**src/rtl/ucode_sequencer.sv**
```systemverilog
// Microcode sequencer: steps CALL/RET (and optionally IRQ) micro-op ROM addresses after a macro opcode.
// Define UCODE_IRQ_EN to build the interrupt-entry sequence and the irq_req/irq_ack ports.
module ucode_sequencer #(
    parameter int         INST_WIDTH = 32,
    parameter int         SC_WIDTH   = 8,
    parameter logic [6:0] CALL_OPC   = 7'h70,
    parameter logic [6:0] RET_OPC    = 7'h71,
    parameter int         CALL_LEN   = 16,
    parameter int         RET_LEN    = 16
`ifdef UCODE_IRQ_EN
    ,
    parameter int         IRQ_LEN    = 16
`endif
) (
    input  logic                  clk,
    input  logic                  rst,
    input  logic [INST_WIDTH-1:0] inst_in,
    input  logic                  hold,
`ifdef UCODE_IRQ_EN
    input  logic                  irq_req,
    output logic                  irq_ack,
`endif
    output logic [1:0]            mode,
    output logic [SC_WIDTH-1:0]   sc,
    output logic                  pc_ce,
    output logic                  busy,
    output logic                  done
);

    localparam logic [1:0] ST_IDLE = 2'd0;
    localparam logic [1:0] ST_CALL = 2'd1;
    localparam logic [1:0] ST_RET  = 2'd2;
    localparam logic [1:0] ST_IRQ  = 2'd3;

    localparam logic [SC_WIDTH-1:0] SC_ZERO   = {SC_WIDTH{1'b0}};
    localparam logic [SC_WIDTH-1:0] SC_STEP   = SC_WIDTH'(3'd4);
    localparam logic [SC_WIDTH-1:0] CALL_LAST = SC_WIDTH'(4 * (CALL_LEN - 1));
    localparam logic [SC_WIDTH-1:0] RET_LAST  = SC_WIDTH'(4 * (RET_LEN - 1));
`ifdef UCODE_IRQ_EN
    localparam logic [SC_WIDTH-1:0] IRQ_LAST  = SC_WIDTH'(4 * (IRQ_LEN - 1));
`endif

    logic [1:0]          mode_q, mode_d;
    logic [SC_WIDTH-1:0] sc_q, sc_d;
    logic [SC_WIDTH-1:0] last_sc_s;
    logic [6:0]          opcode_s;
    logic                done_s;
    logic                irq_take_s;
    logic                unused_inst_hi_s;

    assign opcode_s         = inst_in[6:0];
    assign unused_inst_hi_s = ^inst_in[INST_WIDTH-1:7];

`ifdef UCODE_IRQ_EN
    logic irq_ack_q, irq_ack_d;
    assign irq_take_s = (mode_q == ST_IDLE) && !hold && irq_req;
`else
    assign irq_take_s = 1'b0;
`endif

    // Final micro-op address of the sequence currently running
    always_comb begin
        last_sc_s = SC_ZERO;
        case (mode_q)
            ST_CALL: last_sc_s = CALL_LAST;
            ST_RET:  last_sc_s = RET_LAST;
`ifdef UCODE_IRQ_EN
            ST_IRQ:  last_sc_s = IRQ_LAST;
`endif
            default: last_sc_s = SC_ZERO;
        endcase
    end

    assign done_s = (mode_q != ST_IDLE) && (sc_q == last_sc_s);

    // Next state and micro-op address; interrupt entry outranks opcode decode
    always_comb begin
        mode_d = mode_q;
        sc_d   = sc_q;
        if (hold) begin
            mode_d = mode_q;
            sc_d   = sc_q;
        end else if (mode_q == ST_IDLE) begin
            sc_d = SC_ZERO;
            if (irq_take_s) begin
                mode_d = ST_IRQ;
            end else if (opcode_s == CALL_OPC) begin
                mode_d = ST_CALL;
            end else if (opcode_s == RET_OPC) begin
                mode_d = ST_RET;
            end else begin
                mode_d = ST_IDLE;
            end
        end else if (done_s) begin
            mode_d = ST_IDLE;
            sc_d   = SC_ZERO;
        end else begin
            sc_d = sc_q + SC_STEP;
        end
    end

    // Sequencer state registers
    always_ff @(posedge clk or negedge rst) begin
        if (!rst) begin
            mode_q <= ST_IDLE;
            sc_q   <= SC_ZERO;
        end else begin
            mode_q <= mode_d;
            sc_q   <= sc_d;
        end
    end

`ifdef UCODE_IRQ_EN
    // Acknowledge marks only the first IRQ-state cycle and freezes under hold
    always_comb begin
        irq_ack_d = irq_ack_q;
        if (hold) begin
            irq_ack_d = irq_ack_q;
        end else begin
            irq_ack_d = irq_take_s;
        end
    end

    // Acknowledge register
    always_ff @(posedge clk or negedge rst) begin
        if (!rst) begin
            irq_ack_q <= 1'b0;
        end else begin
            irq_ack_q <= irq_ack_d;
        end
    end

    assign irq_ack = irq_ack_q;
`endif

    assign mode  = mode_q;
    assign sc    = sc_q;
    assign busy  = (mode_q != ST_IDLE);
    assign done  = done_s;
    assign pc_ce = (mode_q == ST_IDLE) && !hold && !irq_take_s;

endmodule

```
**config.mk**
```make
export PLATFORM = sky130hd
export DESIGN_NAME = ucode_sequencer
export DESIGN_NICKNAME = d
export VERILOG_FILES = /design/src/rtl/ucode_sequencer.sv
export SDC_FILE = /design/constraint.sdc
export NUM_CORES = 1
export LEC_CHECK = 0
export ABC_AREA = 1
export CORE_MARGIN = 5
export CORE_UTILIZATION = 26
export CTS_CLUSTER_DIAMETER = 50
export CTS_CLUSTER_SIZE = 25
export DETAILED_ROUTE_END_ITERATION = 10
export PLACE_DENSITY = 0.75
export SLEW_MARGIN = 40
export SYNTH_ARGS = -nofsm -noshare
export SYNTH_HDL_FRONTEND = slang
export SYNTH_SLANG_ARGS = --single-unit
export TNS_END_PERCENT = 100
```
**constraint.sdc**
```tcl
create_clock -name clk -period 1.2 [get_ports clk]
set_input_delay 0.24 -clock clk [delete_from_list [all_inputs] [get_ports clk]]
set_output_delay 0.24 -clock clk [all_outputs]
set_load 0.05 [all_outputs]
```
==> summary.txt <==
Synth
  • Yosys warnings: 0
  • Sequential area share after synthesis: 38.9%
  • Syn_area_per_cell: 7.56 um2
  • Top cells by area, synth: dfrtp_1, nand2_1, inv_1
  • Count of cell types in the netlist: 21
  • Cells after synthesis: 68
  • Post-synth top area cell: dfrtp_1
  • #FFs+latches synth: 8
  • Synth Cell Area: 514 um2
  • Synth top area share: 38.9%

Timing
  • Final hold vios: 0
  • Total negative slack: -2820 ps
  • Minimum clock period: 1610 ps
  • Worst clock skew: 13.4 ps
  • Fin crit share: 134%
  • Final WS setup: -406 ps
  • Setup-failing EPs final: 10
  • Unrepaired setup endpoints after global routing: yes
  • Max Clk Rate: 623 MHz
  • Fin. max-slew vios: 0

Finish
  • Antenna fix cells: 0
  • Final Cell Area: 0.00118 mm2
  • Core Util, Final: 61.5%
  • Share of layout cells above drive strength 1: 59.3%
  • Synthesis-to-layout area growth: 130%
  • Nets: 151
  • Most frequent cells in the layout: nand2_1, buf_4, buf_12

CTS
  • Root Driver: clkbuf_4
  • Hold Buf Count CTS: 0
  • Cts bufs inserted: 3
  • Clock Path Buffers: 2
  • H-tree Lvls: 1
  • Clock latency on the worst-skew pair: 260 ps
  • CTS tree: yes
  • Sink Count: 8
  • Clock Pin Slew Worst Setup and Hold Paths: 70 ps

Setup path
  • CP startpoint kind: register
  • Crit-path cells: inv_2 > ha_4 > o21ai_2 > nand3_4 > nor2_4 > buf_12
  • CP Max Fanout: 2
  • Slowest stage cell on the critical path: dfrtp_2
  • Max incr delay on CP: 410 ps
  • CP endpoint kind: output port
  • Bufs and invs on worst path: 2
  • Critical Path RT: 960 ps
  • Worst EP arrival: 1370 ps
  • Type of the worst setup path: reg -> out
  • CP delay by family, top: flip-flops

Placement
  • Dpl cell area: 0.00101 mm2
  • Post-DP HPWL: 1290 um
  • PortBufs: 20
  • Final GP Congestion: 0.831

Routing
  • Drt drc: 0
  • DR vias/cell: 4.47
  • Via count: 626
  • Wire per inst: 12.2 um
  • Antenna Violating Nets Remaining: 0
  • Final WL: 1710 um
  • First DRT Iteration DRCs: 3
  • DR pass1 iterations: 4

Power and ir drop
  • Combinational share of power: 20.3%
  • NetSw: 0.163 mW
  • P_leak: 0.523 nW
  • Int Pwr: 0.461 mW
  • Sequential Power Share: 43.4%
  • Maximum VDD drop: 0.541 mV
  • Clock network power share: 36.3%
  • PD cells: 529 mW/mm2
  • Switching Fraction: 26.1%

Die
  • Die Wd: 54.5 um
  • Core Area: 0.00192 mm2
  • Initial core utilization: 26.8%
  • # IOs: 48
  • Die H: 54.5 um
  • # rows: 16
  • Die footprint: 0.00297 mm2

Global routing
  • First-pass GRT wire length: 2750 um
  • Grt ovf: 0
  • Vias in the first global route: 660
  • Pin count of the biggest net entering global routing: 9
  • Initial antenna violation count: 0
  • Gr usage total: 13.3%

Run status
  • Status: finished with violations
  • Failing checks: setup timing

Worst hold path
  • HP Class: in -> async

Flow run
  • Max-cap violations: 0
-- power by group through the flow --
stage | combinational (mW) | clock [mW] | sequential, mW
2_1_floorplan | 0.0482 | 0 | 0.277
3_3_place_gp | 0.110 | 0 | 0.276
3_5_place_dp | 0.113 | 0 | 0.276
4_1_cts | 0.121 | 0.233 | 0.271
5_1_grt | 0.134 | 0.249 | 0.270
6_report | 0.127 | 0.227 | 0.271
-- state kept, by name, indices dropped and copies added (netlist names) --
| name | flops |
|---|---|
| mode | 2 |
| sc | 6 |
-- final cells by class --
class                      instances  area, um2
fill                             171        741
timing repair buffer              42        518
multi-input combinational         50        359
sequential                         8        206
inverter                           9       37.5
tap                               27       33.8
clock buffer                       4       26.3
-- final timing paths --
path,startpoint,end,slack (ps),cells after the start
min reg2reg,mode[0],mode[0],610,3
min in group clk,inst_in[0],mode[1],570,3
max in group asynchronous,rst,sc[5],590,1
max,mode[1],done,-410,6
min,rst,mode[1],280,1
max reg2reg,mode[1],sc[6],-300,9
-- metal layers --
| layer | up-vias | part of all wire [%] | GRT usage [%] | routed length (um) |
|---|---|---|---|---|
| met5 | - | 0 | 0 | 0 |
| met4 | 0 | 0.59 | 6.22 | 10 |
| met3 | 2 | 5.9 | 1.91 | 101 |
| met2 | 19 | 57 | 25.1 | 972 |
| met1 | 296 | 37 | 14.2 | 624 |
| li1 | 309 | - | - | - |
-- metrics by stage --
stage | hold slack (ps) | power [mW] | setup WS, ps | cells
after floorplan | -55.6 | 0.326 | -549 | 69
after global placement | 539 | 0.386 | -173 | 130
after detailed placement | 557 | 0.388 | -184 | 130
after CTS | 276 | 0.624 | -438 | 137
after global routing | 297 | 0.653 | -483 | 140
final | 276 | 0.624 | -406 | 140
-- synthesized netlist by cell type --
| cell type | number |
|---|---|
| a21oi_1 | 2 |
| and3_1 | 1 |
| buf_4 | 2 |
| conb_1 | 1 |
| dfrtp_1 | 8 |
| ha_1 | 2 |
| inv_1 | 8 |
| inv_2 | 1 |
| nand2_1 | 17 |
| nand2_2 | 2 |
| nand2_4 | 1 |
| nand3_1 | 2 |
| nand3_2 | 1 |
| nand4_1 | 3 |
| nor2_1 | 6 |
| nor3_1 | 3 |
| o2111ai_1 | 1 |
| o21ai_0 | 3 |
| o21ai_2 | 1 |
| or2_2 | 1 |
| xor2_1 | 2 |
-- kinds of logic after synthesis --
group                      share of synthesized area (%)
AOI/OAI and AO/OA                                   8.27
and+or+nand+nor                                     34.3
other                                              0.729
DFF                                                 38.9
xor gates and xnor gates                            3.41
buffers and inverters                               9.49
adders and majority gates                           4.87
-- timing repair --
action | CTS | global route
pin swaps | 8 | 6
setup endpoints to repair | 14 | 18
gates resized for setup | 16 | 8
buffers inserted | 4 | 6
Note: power is estimated with default switching activity, not from simulation.
